**config.mk**
```make
export PLATFORM = sky130hd
export DESIGN_NAME = multicycle_ctrl
export DESIGN_NICKNAME = d
export VERILOG_FILES = /design/src/rtl/multicycle_ctrl_pkg.sv /design/src/rtl/multicycle_ctrl_decode.sv /design/src/rtl/multicycle_ctrl.sv
export SDC_FILE = /design/constraint.sdc
export NUM_CORES = 1
export LEC_CHECK = 0
export ABC_AREA = 1
export CELL_PAD_IN_SITES_DETAIL_PLACEMENT = 2
export CELL_PAD_IN_SITES_GLOBAL_PLACEMENT = 2
export CORE_MARGIN = 2
export CORE_UTILIZATION = 20
export CTS_BUF_LIST = sky130_fd_sc_hd__clkbuf_2
export CTS_CLUSTER_SIZE = 14
export DETAILED_ROUTE_END_ITERATION = 10
export PLACE_DENSITY_LB_ADDON = 0.1
export SLEW_MARGIN = 0
export SYNTH_ARGS = -nofsm -noshare
export SYNTH_HDL_FRONTEND = slang
export SYNTH_SLANG_ARGS = --single-unit
```
**constraint.sdc**
```tcl
create_clock -name clk -period 2 [get_ports clk]
set_input_delay 0.3 -clock clk [delete_from_list [all_inputs] [get_ports clk]]
set_output_delay 0.3 -clock clk [all_outputs]
set_load 0.005 [all_outputs]
```
**src/rtl/multicycle_ctrl_pkg.sv**
```systemverilog
// Shared encodings for the multi-cycle MIPS controller: opcodes, ALU/extender codes,
// mux selects, FSM states and the decoded-instruction/control-word types.
package multicycle_ctrl_pkg;

    localparam logic [5:0] INSTR_RTYPE      = 6'h00;
    localparam logic [5:0] INSTR_J          = 6'h02;
    localparam logic [5:0] INSTR_BEQ        = 6'h04;
    localparam logic [5:0] INSTR_ORI        = 6'h0D;
    localparam logic [5:0] INSTR_LUI        = 6'h0F;
    localparam logic [5:0] INSTR_LW         = 6'h23;
    localparam logic [5:0] INSTR_SW         = 6'h2B;
    localparam logic [5:0] INSTR_FUNCT_ADDU = 6'h21;
    localparam logic [5:0] INSTR_FUNCT_SUBU = 6'h23;

    localparam logic [4:0] ALUOP_ADD  = 5'b00000;
    localparam logic [4:0] ALUOP_ADDU = 5'b00001;
    localparam logic [4:0] ALUOP_SUBU = 5'b00011;
    localparam logic [4:0] ALUOP_OR   = 5'b00100;

    localparam logic [1:0] EXT_ZERO    = 2'd0;
    localparam logic [1:0] EXT_SIGNED  = 2'd1;
    localparam logic [1:0] EXT_HIGHPOS = 2'd2;

    localparam logic [1:0] PCSRC_ALU    = 2'b00;
    localparam logic [1:0] PCSRC_ALUOUT = 2'b01;
    localparam logic [1:0] PCSRC_JUMP   = 2'b10;

    localparam logic [1:0] SRCB_RT     = 2'b00;
    localparam logic [1:0] SRCB_FOUR   = 2'b01;
    localparam logic [1:0] SRCB_IMM    = 2'b10;
    localparam logic [1:0] SRCB_BRANCH = 2'b11;

    typedef enum logic [3:0] {
        StIdle   = 4'd0,
        StFetch  = 4'd1,
        StDecode = 4'd2,
        StExecR  = 4'd3,
        StExecI  = 4'd4,
        StAluWb  = 4'd5,
        StMemAdr = 4'd6,
        StMemRd  = 4'd7,
        StMemWb  = 4'd8,
        StMemWr  = 4'd9,
        StBranch = 4'd10,
        StJump   = 4'd11
    } state_e;

    typedef enum logic [2:0] {
        ClsRtypeAlu,
        ClsImmAlu,
        ClsLoad,
        ClsStore,
        ClsBeq,
        ClsJ,
        ClsIllegal
    } instr_class_e;

    typedef struct packed {
        instr_class_e cls;
        logic         alu_sub;   // R-type subu rather than addu
        logic         imm_high;  // lui rather than ori
    } decode_t;

    typedef struct packed {
        logic       pc_wr;
        logic       pc_wr_cond;
        logic [1:0] pc_src;
        logic       iord;
        logic       mem_rd;
        logic       mem_wr;
        logic       ir_wr;
        logic       reg_dst;
        logic       mem2reg;
        logic       reg_wr;
        logic       alu_srca;
        logic [1:0] alu_srcb;
        logic [1:0] ext_op;
        logic [4:0] alu_op;
        logic       instr_done;
        logic       illegal;
    } ctrl_t;

endpackage

```
**src/rtl/multicycle_ctrl_decode.sv**
```systemverilog
// Combinational instruction classifier: opcode/funct -> instruction class plus the
// two sub-variant flags the controller needs later in the sequence.
module mc_instr_decode
    import multicycle_ctrl_pkg::*;
(
    input  logic [5:0] opcode,
    input  logic [5:0] funct,
    output decode_t    dec
);

    always_comb begin
        dec = '{cls: ClsIllegal, alu_sub: 1'b0, imm_high: 1'b0};
        case (opcode)
            INSTR_RTYPE: begin
                if (funct == INSTR_FUNCT_ADDU) begin
                    dec.cls = ClsRtypeAlu;
                end else if (funct == INSTR_FUNCT_SUBU) begin
                    dec.cls     = ClsRtypeAlu;
                    dec.alu_sub = 1'b1;
                end
            end
            INSTR_ORI: dec.cls = ClsImmAlu;
            INSTR_LUI: begin
                dec.cls      = ClsImmAlu;
                dec.imm_high = 1'b1;
            end
            INSTR_LW:  dec.cls = ClsLoad;
            INSTR_SW:  dec.cls = ClsStore;
            INSTR_BEQ: dec.cls = ClsBeq;
            INSTR_J:   dec.cls = ClsJ;
            default:   dec.cls = ClsIllegal;
        endcase
    end

endmodule

```
**src/rtl/multicycle_ctrl.sv**
```systemverilog
// Moore FSM sequencing the shared multi-cycle MIPS datapath.
// Optional MCTRL_MEMRDY_EN adds a mem_ready input that stalls the memory states.
module multicycle_ctrl
    import multicycle_ctrl_pkg::*;
#(
    parameter int unsigned STATE_W = 4
) (
    input  logic               clk,
    input  logic               rst,
    input  logic [5:0]         opcode,
    input  logic [5:0]         funct,
`ifdef MCTRL_MEMRDY_EN
    input  logic               mem_ready,
`endif
    output logic               pc_wr,
    output logic               pc_wr_cond,
    output logic [1:0]         pc_src,
    output logic               iord,
    output logic               mem_rd,
    output logic               mem_wr,
    output logic               ir_wr,
    output logic               reg_dst,
    output logic               mem2reg,
    output logic               reg_wr,
    output logic               alu_srca,
    output logic [1:0]         alu_srcb,
    output logic [1:0]         ext_op,
    output logic [4:0]         alu_op,
    output logic               instr_done,
    output logic               illegal,
    output logic [STATE_W-1:0] state_o
);

    state_e  state_q, state_d;
    decode_t dec, dec_q;
    ctrl_t   ctrl;
    logic    mem_go;

`ifdef MCTRL_MEMRDY_EN
    assign mem_go = mem_ready;
`else
    assign mem_go = 1'b1;
`endif

    mc_instr_decode u_decode (
        .opcode (opcode),
        .funct  (funct),
        .dec    (dec)
    );

    // Decode result is captured on leaving DECODE so later states depend only on registers.
    always_ff @(posedge clk) begin
        if (rst) begin
            state_q <= StIdle;
            dec_q   <= '{cls: ClsIllegal, alu_sub: 1'b0, imm_high: 1'b0};
        end else begin
            state_q <= state_d;
            if (state_q == StDecode) begin
                dec_q <= dec;
            end
        end
    end

    always_comb begin
        state_d = state_q;
        unique case (state_q)
            StIdle:   state_d = StFetch;
            StFetch:  if (mem_go) state_d = StDecode;
            StDecode: begin
                unique case (dec.cls)
                    ClsRtypeAlu: state_d = StExecR;
                    ClsImmAlu:   state_d = StExecI;
                    ClsLoad,
                    ClsStore:    state_d = StMemAdr;
                    ClsBeq:      state_d = StBranch;
                    ClsJ:        state_d = StJump;
                    default:     state_d = StFetch;
                endcase
            end
            StExecR:  state_d = StAluWb;
            StExecI:  state_d = StAluWb;
            StAluWb:  state_d = StFetch;
            StMemAdr: state_d = (dec_q.cls == ClsStore) ? StMemWr : StMemRd;
            StMemRd:  if (mem_go) state_d = StMemWb;
            StMemWb:  state_d = StFetch;
            StMemWr:  if (mem_go) state_d = StFetch;
            StBranch: state_d = StFetch;
            StJump:   state_d = StFetch;
            default:  state_d = StIdle;
        endcase
    end

    always_comb begin
        ctrl = '0;
        unique case (state_q)
            StIdle: ;
            StFetch: begin
                ctrl.mem_rd   = 1'b1;
                ctrl.ir_wr    = mem_go;
                ctrl.pc_wr    = mem_go;
                ctrl.alu_srca = 1'b0;
                ctrl.alu_srcb = SRCB_FOUR;
                ctrl.alu_op   = ALUOP_ADDU;
                ctrl.pc_src   = PCSRC_ALU;
            end
            StDecode: begin
                ctrl.alu_srca = 1'b0;
                ctrl.alu_srcb = SRCB_BRANCH;
                ctrl.ext_op   = EXT_SIGNED;
                ctrl.alu_op   = ALUOP_ADD;
                ctrl.illegal  = (dec.cls == ClsIllegal);
            end
            StExecR: begin
                ctrl.alu_srca = 1'b1;
                ctrl.alu_srcb = SRCB_RT;
                ctrl.alu_op   = dec_q.alu_sub ? ALUOP_SUBU : ALUOP_ADDU;
            end
            StExecI: begin
                ctrl.alu_srca = 1'b1;
                ctrl.alu_srcb = SRCB_IMM;
                ctrl.alu_op   = ALUOP_OR;
                ctrl.ext_op   = dec_q.imm_high ? EXT_HIGHPOS : EXT_ZERO;
            end
            StAluWb: begin
                ctrl.reg_wr     = 1'b1;
                ctrl.mem2reg    = 1'b0;
                ctrl.reg_dst    = (dec_q.cls == ClsRtypeAlu);
                ctrl.instr_done = 1'b1;
            end
            StMemAdr: begin
                ctrl.alu_srca = 1'b1;
                ctrl.alu_srcb = SRCB_IMM;
                ctrl.ext_op   = EXT_SIGNED;
                ctrl.alu_op   = ALUOP_ADD;
            end
            StMemRd: begin
                ctrl.mem_rd = 1'b1;
                ctrl.iord   = 1'b1;
            end
            StMemWb: begin
                ctrl.reg_wr     = 1'b1;
                ctrl.mem2reg    = 1'b1;
                ctrl.reg_dst    = 1'b0;
                ctrl.instr_done = 1'b1;
            end
            StMemWr: begin
                ctrl.mem_wr     = 1'b1;
                ctrl.iord       = 1'b1;
                ctrl.instr_done = mem_go;
            end
            StBranch: begin
                ctrl.alu_srca   = 1'b1;
                ctrl.alu_srcb   = SRCB_RT;
                ctrl.alu_op     = ALUOP_SUBU;
                ctrl.pc_wr_cond = 1'b1;
                ctrl.pc_src     = PCSRC_ALUOUT;
                ctrl.instr_done = 1'b1;
            end
            StJump: begin
                ctrl.pc_wr      = 1'b1;
                ctrl.pc_src     = PCSRC_JUMP;
                ctrl.instr_done = 1'b1;
            end
            default: ;
        endcase
    end

    assign pc_wr      = ctrl.pc_wr;
    assign pc_wr_cond = ctrl.pc_wr_cond;
    assign pc_src     = ctrl.pc_src;
    assign iord       = ctrl.iord;
    assign mem_rd     = ctrl.mem_rd;
    assign mem_wr     = ctrl.mem_wr;
    assign ir_wr      = ctrl.ir_wr;
    assign reg_dst    = ctrl.reg_dst;
    assign mem2reg    = ctrl.mem2reg;
    assign reg_wr     = ctrl.reg_wr;
    assign alu_srca   = ctrl.alu_srca;
    assign alu_srcb   = ctrl.alu_srcb;
    assign ext_op     = ctrl.ext_op;
    assign alu_op     = ctrl.alu_op;
    assign instr_done = ctrl.instr_done;
    assign illegal    = ctrl.illegal;
    assign state_o    = STATE_W'(state_q);

endmodule

```
# --- Word level (Yosys, flattened, before mapping) ---
# Index checks and enable logic that the tools add are counted.
totals:
  regBits: 9
  input_bits: 14
  wordCells: 69
classes:
  eq_ne: 26
  muxes: 24
  reduce_logical: 15
ops:
  columns: ["op", "n"]
  rows:
  - ["equality test 6 bit, second input constant", 4]
  - ["case mux 3 bit (4 select lines)", 2]
  - ["case mux 4 bit (6 select lines)", 1]
  - ["case mux 4 bit (5 select lines)", 1]
  - ["case mux 3 bit (6 select lines)", 1]
  - ["OR reduction 2 bit", 9]
  - ["equality test 4 x 3 -> 1 bit, second input constant", 4]
  - ["equality test 4 bit, second input constant", 4]
  - ["equality test 6 x 4 -> 1 bit, second input constant", 2]
  - ["2-to-1 mux 1 bit", 11]
  - ["equality test 3 x 2 -> 1 bit, second input constant", 3]
  - ["equality test 3 bit, second input constant", 3]
  - ["equality test 4 x 2 -> 1 bit, second input constant", 2]
  - ["2-to-1 mux 4 bit", 2]
  - ["case mux 2 bit (2 select lines)", 2]
  - ["equality test 6 x 2 -> 1 bit, second input constant", 1]
  - ["equality test 6 x 3 -> 1 bit, second input constant", 1]
  - ["zero test 3 bit", 2]
  - ["zero test 6 bit", 1]
  - ["case mux 3 bit (2 select lines)", 1]
  - ["OR reduction 6 bit", 1]
  - ["OR reduction 5 bit", 1]
  - ["equality test 4 x 1 -> 1 bit, second input constant", 1]
  - ["zero test 4 bit", 1]
  - ["3 further kinds", 4]

# --- Longest topological paths before layout ---
depth:
  ltp_word: 8
  mapped_depth: 9
  ltp_nobuf: 9

# --- By module ---
# Synthesis repeated with hierarchy kept, for this count alone.
hier_totals:
  hier_cells: 147
  area_unflattened_um2: 833.3
modules_own_cells:
  columns: ["mod", "n_inst", "cells_each", "area_per_inst_um2"]
  rows:
  - ["multicycle_ctrl", 1, 108, 656.9]
  - ["mc_instr_decode", 1, 39, 176.4]

# --- Worst setup path after synthesis ---
# OpenSTA, ideal clock, no wires.
synth_timing:
  path_kind: "reg-to-output"
  from: "register state_q[3] (netlist: state_o[3])"
  to: "output alu_srca"
  t_arrival_ns: 1.039
  slack_ns: 0.661
  stages_incl_launch_ff: 7
  cell_sequence: "dfxtp_1 -> inv_1 -> nor2_1 -> inv_1 -> nor2_1 -> inv_1 -> nand3_1"
synth_via:
  elab_chain_len: 3
  word_cells_on_any_way: 9
synth_rtl:
  columns: ["item", "line", "source"]
  rows:
  - ["start: declaration", "multicycle_ctrl.sv:34", "state_e state_q, state_d;"]
  - ["start signal: assignment", "multicycle_ctrl.sv:54", "state_q <= StIdle;"]
  - ["start signal: assignment", "multicycle_ctrl.sv:57", "state_q <= state_d;"]
  - ["equality test 4 bit (tied with other cells)", "multicycle_ctrl.sv:95", "unique case (state_q)"]
  - ["OR reduction 2 bit (no line)", null, null]
  - ["case mux 3 bit (4 select lines) (*)", "multicycle_ctrl.sv:95", null]
  - ["end: declaration", "multicycle_ctrl.sv:25", "output logic alu_srca,"]
# Every way passes the cells marked *; elsewhere a longest branch is shown, timed or not.

# --- Final worst setup path ---
layout_timing:
  from: "register state_q[1] (netlist: state_o[1])"
  to: "output alu_srcb[0]"
layout_via:
  elab_chain_len: 3
  word_cells_on_any_way: 9
layout_rtl:
  columns: ["item", "line", "source"]
  rows:
  - ["equality test 4 bit (tied with other cells)", "multicycle_ctrl.sv:95", null]
  - ["OR reduction 2 bit (no line)", null, null]
  - ["case mux 3 bit (4 select lines) (*)", "multicycle_ctrl.sv:95", null]
  - ["end: declaration", "multicycle_ctrl.sv:26", "output logic [1:0] alu_srcb,"]
# Marked as above.

==> out/qor.yml <==
gp_congestion: 0.7780
final_area_um2: 1484
drtIter0Drc: 16
antenna_cells: 0
ctsRootBufferMaster: "clkbuf_2"
synth_compound_area_frac: 0.1294
criticalPathCategory: "flip-flop to output port"
synth-simple-area-share: 0.4824
register_area_um2: 195.2
post-route-drc-count: 0
synth_seq_area_share: 0.2420
grt_pass1_vias: 1123
min_period_over_period: 0.9805
grtUsageTotal: 0.1523
path_clk_slew_ns: 0.09
die_h_um: 65.01
power.total_w: 0.0007881
syn_avg_cell_area_um2: 5.771
start_util: 0.2065
synth_area_um2: 744.5
critPathCaptureType: "output port"
synth_top_family_by_area: "simple AND/OR/NAND/NOR gates"
synth-seq-cells: 9
setup_viol: 0
dp_slack_ns: -0.3519
synth.area.mux_share: 0
wl_per_cell_um: 14.14
crit_arrival_ns: 1.66
drt_pass1_iterations: 2
vias: 1085
p_leak_nw: 0.7871
placed_cell_area_um2: 1260
multi_input_area_um2: 549.3
tritoncts: "yes"
drtAntennaViolNets: 0
dieWidth_um: 65.01
cp_max_fo: 9
powerDensity_nw_per_um2: 531.1
netlist_instances: 129
wl_um: 3393
min_period_ns: 1.961
fill_cells: 443
fin_util: 0.4115
drv_cap: 0
synth_cell_types: 25
cts_buffers: 3
htree_num_levels: 1
vdd_drop_max_mv: 0.1536
rows: 22
layout_setup_ws_ns: 0.03908
grt_max_degree: 10
clock_sinks: 9
gr-total-overflow: 0
synth_xor_area_frac: 0
setup.worst_path.start_class: "flip-flop"
worstPathRequired_ns: 1.70
area_growth_pct: 99.33
rrSetupSlack_ns: 0.58
dp_hpwl_um: 2503
design.die.area_um2: 4226
finalNetCount: 207
io_buffers: 38
core_area_um2: 3606
cts_buffer_depth: 2
grt_first_pass_wirelength_um: 5016
dp.cells: 225
fin_skew_ns: 0.01080
hold_class: "flip-flop to flip-flop"
layout_common_cells: "23 x clkdlybuf4s50_1, 23 x buf_4, 22 x nand2_1"
grt_setup_unrepaired: "yes"
maxSlewViolCount: 0
hold_viol_final: 0
yosysWarnings: 0
max_freq_mhz: 510.0
outcome: "finished, final reports clean"
layout-drive-gt1-share: 0.3333
fin_cells: 240
antenna_found_initial: 0
synthAdderAreaFrac: 0
ios: 41
insertion_delay_ns: 0.25
via_per_inst: 4.521
[flip-flops by register name, indices dropped and copies added (netlist names)]
name     count
state_o      4
dec_q        5
[report_power, final]
| group | switching [W] | internal (W) |
|---|---|---|
| clock network | 0.0000619 | 0.0000532 |
| registers | 0.0000378 | 0.000203 |
| logic | 0.000210 | 0.000222 |
| total | 0.000309 | 0.000479 |
[synthesized netlist by cell type]
library cell | number | area (um^2)
clkinv_1 | 1 | 3.750
buf_1 | 1 | 3.750
a21oi_2 | 2 | 17.52
nand3_1 | 12 | 60.06
nand2_4 | 1 | 11.26
inv_2 | 4 | 15.01
a31oi_1 | 2 | 12.51
nor2_2 | 3 | 18.77
nor2_4 | 2 | 22.52
nor2_1 | 26 | 97.59
inv_1 | 16 | 60.06
nand3_2 | 1 | 10.01
o211ai_1 | 1 | 7.510
conb_1 | 1 | 3.750
nand4_1 | 2 | 12.51
nand2_1 | 26 | 97.59
nor4_1 | 1 | 6.260
nor3_1 | 2 | 10.01
a21oi_1 | 5 | 25.02
buf_4 | 3 | 22.52
o21ai_0 | 4 | 20.02
dfxtp_1 | 9 | 180.2
o21ai_1 | 1 | 5.000
a41oi_1 | 1 | 8.760
nand2_2 | 2 | 12.51
[path summary, 6_finish.rpt]
| kind | startpoint | end | cells after the start |
|---|---|---|---|
| hold / removal | dec_q[1] | dec_q[1] | 2 |
| setup reg to reg | state_o[2] | state_o[1] | 7 |
| hold reg to reg | dec_q[1] | dec_q[1] | 2 |
| setup / recovery | state_o[1] | alu_srcb[0] | 6 |
[cell families after synthesis]
kind of cell           count (synthesis)
flip-flops                             9
other                                  1
AO/OA/AOI/OAI                         16
buffers and inverters                 25
AND/OR/NAND/NOR                       78
[through the flow]
stage	hold WS [ns]	setup TNS (ns)
2_1_floorplan	0.4447	0
3_3_place_gp	0.4636	-0.2731
3_5_place_dp	0.4799	-0.3519
4_1_cts	0.4955	-0.04270
5_1_grt	0.5085	-0.1293
6_report	0.4909	0
[final cells by class]
cell class                      instances  share of cell area
Timing Repair Buffer                   62              0.3912
Multi-Input combinational cell         96              0.3702
Sequential cell                         9              0.1315
Inverter                               21             0.05312
Tap cell                               48             0.04047
Clock buffer                            4             0.01349
[metal layers]
layer | global-route usage | routed length, um
met5 | 0 | 0
met4 | 0.06510 | 43
met3 | 0.01389 | 121
met2 | 0.3196 | 2007
met1 | 0.1463 | 1220
[worst max-delay path: stages, from the launching register on]
cell             delay [ns]
dfxtp_4                0.39
inv_2                  0.08
nor2_4                 0.14
buf_4                  0.14
nand2_4                0.09
nand2_1                0.08
clkdlybuf4s50_1        0.50
[timing repair]
item                       CTS  global route
pin swaps                    9             2
resized for setup           29            19
hold buffers                 0             0
gates cloned                 0             0
setup buffers                4             7
setup endpoints to repair   17            14
No activity file was read; power rests on OpenSTA's default activity.
